### src/rtl/byte_word_packer.sv
// Packs a byte stream into RATIO-byte words (byte 0 in the low lane) with keep mask,
// last flag and a per-frame word address. Define BYTE_WORD_PACKER_FLUSH_EN to add an idle auto-flush.
module byte_word_packer #(
  parameter int RATIO        = 8,
  parameter int ADDR_W       = 9,
  parameter int FLUSH_CYCLES = 256
) (
  input  logic                  CLK,
  input  logic                  RESETN,
  input  logic [7:0]            IN_DATA,
  input  logic                  IN_VALID,
  input  logic                  IN_LAST,
  output logic                  IN_READY,
  output logic [8*RATIO-1:0]    OUT_DATA,
  output logic [RATIO-1:0]      OUT_KEEP,
  output logic                  OUT_LAST,
  output logic [ADDR_W-1:0]     OUT_WADDR,
  output logic                  OUT_VALID,
  input  logic                  OUT_READY
);

  localparam int IDX_W = (RATIO > 1) ? $clog2(RATIO) : 1;

  if (RATIO < 1 || FLUSH_CYCLES < 1) begin : g_bad_params
    $error("byte_word_packer: RATIO and FLUSH_CYCLES must be at least 1");
  end

  // Handshake: a byte moves on IN_VALID & IN_READY, a word moves on OUT_VALID & OUT_READY,
  // both at the rising edge; IN_READY never looks at IN_VALID or IN_LAST.
  logic [IDX_W-1:0]       idx_q, idx_d;
  logic [8*RATIO-1:0]     acc_q, acc_d;
  logic [8*RATIO-1:0]     out_data_q, out_data_d;
  logic [RATIO-1:0]       out_keep_q, out_keep_d;
  logic                   out_last_q, out_last_d;
  logic [ADDR_W-1:0]      out_waddr_q, out_waddr_d;
  logic                   out_valid_q, out_valid_d;

  logic                   slot_free;
  logic                   in_accept;
  logic                   word_done;
  logic                   out_take;
  logic                   flush_fire;
  logic [8*RATIO-1:0]     acc_merged;
  logic [RATIO-1:0]       keep_thru;

  assign slot_free = ~out_valid_q | OUT_READY;
  assign IN_READY  = RESETN & slot_free;
  assign in_accept = IN_VALID & IN_READY;
  assign word_done = (idx_q == IDX_W'(RATIO - 1)) | IN_LAST;
  assign out_take  = out_valid_q & OUT_READY;

  // Accumulator with the incoming byte dropped into lane idx; lanes above idx are already zero.
  always_comb begin
    acc_merged = acc_q;
    keep_thru  = '0;
    for (int i = 0; i < RATIO; i++) begin
      if (IDX_W'(i) == idx_q) acc_merged[8*i +: 8] = IN_DATA;
      if (IDX_W'(i) <= idx_q) keep_thru[i] = 1'b1;
    end
  end

`ifdef BYTE_WORD_PACKER_FLUSH_EN
  localparam int CNT_W = $clog2(FLUSH_CYCLES + 1);

  logic [CNT_W-1:0] idle_cnt_q, idle_cnt_d;
  logic [RATIO-1:0] keep_below;

  assign keep_below = keep_thru >> 1;
  assign flush_fire = (idle_cnt_q == CNT_W'(FLUSH_CYCLES)) && (idx_q != '0) &&
                      slot_free && !in_accept;

  always_comb begin
    idle_cnt_d = idle_cnt_q;
    if (in_accept || (idx_q == '0) || flush_fire) begin
      idle_cnt_d = '0;
    end else if (idle_cnt_q != CNT_W'(FLUSH_CYCLES)) begin
      idle_cnt_d = idle_cnt_q + 1'b1;
    end
  end

  always_ff @(posedge CLK) begin
    if (!RESETN) idle_cnt_q <= '0;
    else         idle_cnt_q <= idle_cnt_d;
  end
`else
  assign flush_fire = 1'b0;
`endif

  always_comb begin
    idx_d       = idx_q;
    acc_d       = acc_q;
    out_data_d  = out_data_q;
    out_keep_d  = out_keep_q;
    out_last_d  = out_last_q;
    out_waddr_d = out_waddr_q;
    out_valid_d = out_valid_q;

    if (out_take) begin
      out_valid_d = 1'b0;
      out_waddr_d = out_last_q ? '0 : out_waddr_q + 1'b1;
    end

    if (in_accept) begin
      if (word_done) begin
        out_data_d  = acc_merged;
        out_keep_d  = keep_thru;
        out_last_d  = IN_LAST;
        out_valid_d = 1'b1;
        idx_d       = '0;
        acc_d       = '0;
      end else begin
        acc_d = acc_merged;
        idx_d = idx_q + 1'b1;
      end
    end

`ifdef BYTE_WORD_PACKER_FLUSH_EN
    // A flush only fires when no byte is accepted, so it never competes with the branch above.
    if (flush_fire) begin
      out_data_d  = acc_q;
      out_keep_d  = keep_below;
      out_last_d  = 1'b0;
      out_valid_d = 1'b1;
      idx_d       = '0;
      acc_d       = '0;
    end
`endif
  end

  always_ff @(posedge CLK) begin
    if (!RESETN) begin
      idx_q       <= '0;
      acc_q       <= '0;
      out_data_q  <= '0;
      out_keep_q  <= '0;
      out_last_q  <= 1'b0;
      out_waddr_q <= '0;
      out_valid_q <= 1'b0;
    end else begin
      idx_q       <= idx_d;
      acc_q       <= acc_d;
      out_data_q  <= out_data_d;
      out_keep_q  <= out_keep_d;
      out_last_q  <= out_last_d;
      out_waddr_q <= out_waddr_d;
      out_valid_q <= out_valid_d;
    end
  end

  assign OUT_DATA  = out_data_q;
  assign OUT_KEEP  = out_keep_q;
  assign OUT_LAST  = out_last_q;
  assign OUT_WADDR = out_waddr_q;
  assign OUT_VALID = out_valid_q;

endmodule

### config.mk
export PLATFORM = sky130hd
export DESIGN_NAME = byte_word_packer
export DESIGN_NICKNAME = d
export VERILOG_FILES = /design/src/rtl/byte_word_packer.sv
export SDC_FILE = /design/constraint.sdc
export NUM_CORES = 1
export LEC_CHECK = 0
export CAP_MARGIN = 20
export CORE_MARGIN = 8
export CORE_UTILIZATION = 58
export CTS_CLUSTER_DIAMETER = 60
export DETAILED_ROUTE_END_ITERATION = 7
export PLACE_DENSITY = 0.85
export SETUP_SLACK_MARGIN = 0.2
export SLEW_MARGIN = 40
export SYNTH_ARGS = -nofsm -noshare
export SYNTH_HDL_FRONTEND = slang
export SYNTH_SLANG_ARGS = --single-unit
### constraint.sdc
create_clock -name CLK -period 2.9 [get_ports CLK]
set_input_delay 0.58 -clock CLK [delete_from_list [all_inputs] [get_ports CLK]]
set_output_delay 0.58 -clock CLK [all_outputs]
set_load 0.005 [all_outputs]
Word-level counts from Yosys, hierarchy flattened
Cells that the tools add are included.

storage, ports and cells
  word-level logic and storage cells = 55
  register bits = 150
  output and inout bits = 84
  bits of input ports = 13

cells by class
  $add $sub $neg = 2
  reductions and logical operators = 2
  order comparisons = 8
  equal/unequal tests = 8
  multiplexer cells = 22
  bitwise gates (word level) = 6

operator list
  operator                                                       count
  two-way mux 64 bit                                             1
  two-way mux 8 bit                                              8
  == test 3 bit, first input constant                            4
  less-or-equal comparator 3 bit, first input constant           4
  two-way mux 1 bit                                              11
  adder 9 x 1 -> 9 bit, second input constant                    1
  two-way mux 9 bit                                              1
  == test 2 x 3 -> 1 bit, first input constant                   2
  less-or-equal comparator 1 x 3 -> 1 bit, first input constant  2
  less-or-equal comparator 2 x 3 -> 1 bit, first input constant  2
  adder 3 x 1 -> 3 bit, second input constant                    1
  AND 1 bit                                                      3
  == test 1 x 3 -> 1 bit, first input constant                   1
  == test 3 bit, second input constant                           1
  logical NOT 3 bit                                              1
  two-way mux 3 bit                                              1
  OR 1 bit                                                       2
  AND reduction 2 bit                                            1
  NOT 1 bit                                                      1

Longest topological paths before layout
  depth after elaboration = 5
  mapped depth = 9

Worst setup path before layout
No wires, ideal clock.

  path type = input to output
  start point = input RESETN
  end point = output IN_READY
  required time = 2.320 ns
  stages on the path = 4
  data arrival time = 1.396 ns
  path slack = 0.924 ns
  cells stage by stage = buf_4 > clkbuf_1 > clkbuf_1 > and2_1

between the ends
  cells in the longest elaborated chain, start to end = 1

RTL lines
  item         RTL line  RTL
  from (decl)  9         input logic RESETN,
  AND 1 bit    47        assign IN_READY = RESETN & slot_free;
  to (decl)    13        output logic IN_READY,

Every way passes these cells.

Worst setup path in the final report
  start point = input OUT_READY
  end point = output IN_READY

between the ends
  cells in the longest elaborated chain, start to end = 2

RTL lines
  item         RTL line  RTL
  from (decl)  19        input logic OUT_READY
  OR 1 bit     46        assign slot_free = ~out_valid_q | OUT_READY;
  AND 1 bit    47

Every way passes these cells.

==> summary.md <==
| Metric | Value |
|---|---|
| Crit path launch | `OUT_READY` |
| Clock Sinks | `150` |
| WP data arrival | `1980 ps` |
| Mapped Area | `about 6300 µm²` |
| Total CTS buffers | `17` |
| Worst Path Max Fanout | `6` |
| Hold_buf cts | `0` |
| Biggest area consumer among synthesized cells | `dfxtp_1` |
| Max Fclk | `slightly below 400 MHz` |
| Worst-Skew Late Latency | `roughly 530 ps` |
| Global-route wire length before repair | `approximately 27000 µm` |
| Antenna violations before repair | `0` |
| Finish-stage setup viols | `0` |
| Post-Place Setup Slack | `~290 ps` |
| First-pass DRT Iterations | `5` |
| Final WL | `between 15000 and 20000 µm` |
| GRT overflow | `0` |
| Critical path capture point type | `primary output` |
| Hpwl dp | `roughly 11000 µm` |
| Status | `finished clean` |
| H-tree depth reported by CTS | `4` |
| Count leader, synth | `dfxtp_1` |
| Syn avg cell area | `around 9.3 µm²` |
| Worst setup SP type | `input port` |
| Static leakage | `~0.0032 µW` |
| Final min period | `about 2600 ps` |
| # IOs | `just under 100` |
| Worst IR Drop VDD | `0.0003616 V` |
| Post-CTS Setup Inserts | `0` |
| Filler cells | `approximately 770` |
| CP top delay family | `buffers and inverters` |
| Fin nets | `roughly 760` |
| Switching Share | `0.2294` |
| Slowest Stage Delay on Critical Path | `580 ps` |
| Root Driver | `clkbuf_8` |
| Post-CTS sizing | `0` |
| Hold Path Class | `in2reg` |
| Cells after Synth | `about 680` |
| Via-to-Cell Ratio | `roughly 6.2` |
| Port Buffers | `96` |
| Vias | `~5600` |
| TritonCTS clock tree | `yes` |
| RSZ-0062 raised after global routing | `false` |
| Longest Clk Path Bufs | `2` |
| Sw Pwr | `around 1100 µW` |
| Register bit total from synthesis | `150` |
| Largest cells by area after synthesis | `dfxtp_1 (48%), nand2_1 (7.4%), o211a_1 (7.0%)` |
| Initial Util | `0.5867` |
| Worst-Margin Slew | `between 800 and 900 ps` |
| Total power | `approximately 4700 µW` |
| Yosys cell types | `49` |
| Die ar. | `approximately 14000 µm²` |
| Gpl congestion | `0.7894` |
| Layout cell share with drive strength beyond 1 | `0.08777` |
| Layout area overhead | `24.67%` |
| Most frequent CP cell | `clkdlybuf4s50_1` |
| DRC | `0` |
| Cell Rows | `38` |
| Antenna Violating Nets Remaining | `0` |
| Top post-synthesis cells by count | `dfxtp_1 (150), nand2_1 (124), nand3_1 (54), o211a_1 (44), a32o_1 (41)` |
| Core area | `10750 µm²` |
| Period utilisation layout | `0.8831` |
| Yosys Warn Count | `0` |
| Hold Vio Cnt, Final | `0` |
| Clk slew on worst S/H paths | `about 60 ps` |
| Min-Delay Startpoint | `RESETN` |
| Post-synth EDFFs | `0` |
| Top FF cell, synth | `dfxtp_1` |
| Number of max-cap violations | `0` |
| Comb power frac | `0.080` |
| Die Ht | `120.3 µm` |
| RR Startpoint | `idx_q[1]` |
| Die X | `~120 µm` |
| Crit-path cells | `clkdlybuf4s50_1 > nand2b_1 > and2_1 > clkdlybuf4s50_1` |
| Pin count of the biggest net entering global routing | `108` |
| CP max-delay cell | `clkdlybuf4s50_1` |
| Diodes inserted | `0` |
| PD cells | `approximately 600 nW/µm²` |
| Internal power | `~3600 µW` |
| Worst Slack Setup Final | `between 300 and 400 ps` |
| Clk_skew | `roughly 5.6 ps` |
| Initial DRC count | `590` |
| Vias in the first global route | `about 5400` |
| Share of power burned in registers | `0.456` |
| Synth top area share | `0.4763` |
| Worst path bufs/invs | `2` |
| Clock Power Share | `0.463` |
| Routed len/inst | `around 19 µm` |
| Setup tns final | `0 ps` |
| Post-synth ARST share | `0` |
| Worst slew margin | `0.4197` |
| Setup CP Type | `in2out` |
| Sequential share of the synthesized area | `0.4763` |
| Total nets after synthesis | `between 600 and 700` |
| Gr usage total | `0.2297` |
| Final Max Tran Viols | `0` |
| Worst EP required | `2320 ps` |
## placed cells by master (no fill, tap or decap), types with 16 or more instances in the layout
cell and instances:
buf_4 16, nand2_1 124, a31oi_1 16, a32o_1 41
clkbuf_16 16, nand3_1 54, mux2i_1 32, dfxtp_1 150
clkdlybuf4s50_1 93, o21ai_0 20, a21oi_1 17, o211a_1 44
## final timing paths
path	endpoint	slack, ps	depth (start not counted)
min	OUT_DATA[15]	420	3
min reg2reg	acc_q[13]	460	2
max	IN_READY	340	4
max reg2reg	OUT_DATA[48]	430	7
## routing by layer
layer  global-route usage  part of all wire  routed length (µm)
met1               0.2595              0.39                6637
met2               0.3999              0.52                8813
met3              0.06760             0.071                1209
met4              0.09133             0.021                 362
met5                    0                 0                   0
## metrics by stage
step	util	instance area, µm²	hold WS, ps	cells
after global routing	0.7315	7860	417.9	892
after global placement	0.6749	7252	442.2	860
final	0.7315	7860	424.1	892
after CTS	0.7306	7850	401.2	891
after floorplan	-	6305	433.3	675
after detailed placement	0.6751	7254	445.4	860
## layout make-up
| cell class | instances | area, µm² | area share |
|---|---|---|---|
| sequential | 150 | 3003 | 0.3820 |
| multi-input combinational | 454 | 2970 | 0.3779 |
| timing repair buffer | 113 | 1101 | 0.1401 |
| clock buffer | 19 | 441.7 | 0.05619 |
| tap | 140 | 175.2 | 0.02229 |
| clock inverter | 12 | 153.9 | 0.01958 |
| inverter | 4 | 15.01 | 0.001910 |
## flip-flops by register name, summed over array words and instances (netlist names)
| register | cells |
|---|---|
| OUT_DATA | 64 |
| OUT_WADDR | 9 |
| idx_q | 3 |
| OUT_LAST | 1 |
| OUT_KEEP | 8 |
| acc_q | 64 |
| OUT_VALID | 1 |
## power by group through the flow
stage | Combinational (µW) | Sequential (µW) | Clock (µW)
finish | 380 | 2150 | 2190
floorplan | 197 | 2190 | 0
global route | 408 | 2160 | 2300
CTS | 377 | 2150 | 2190
detailed placement | 371 | 2200 | 0
global placement | 362 | 2190 | 0
## worst min-delay path, cell delays in order
cell,delay [ps]
buf_4,180
o21ai_1,90
a21oi_1,40
## cell families after synthesis
| logic type | share of synthesized area |
|---|---|
| muxes | 0.05080 |
| buffers and inverters | 0.05299 |
| xor gates and xnor gates | 0.008335 |
| and+or+nand+nor | 0.1740 |
| adders and majority gates | 0.01191 |
| DFF | 0.4763 |
| AOI/OAI and AO/OA | 0.2256 |
No activity file was read; power rests on OpenSTA's default activity.
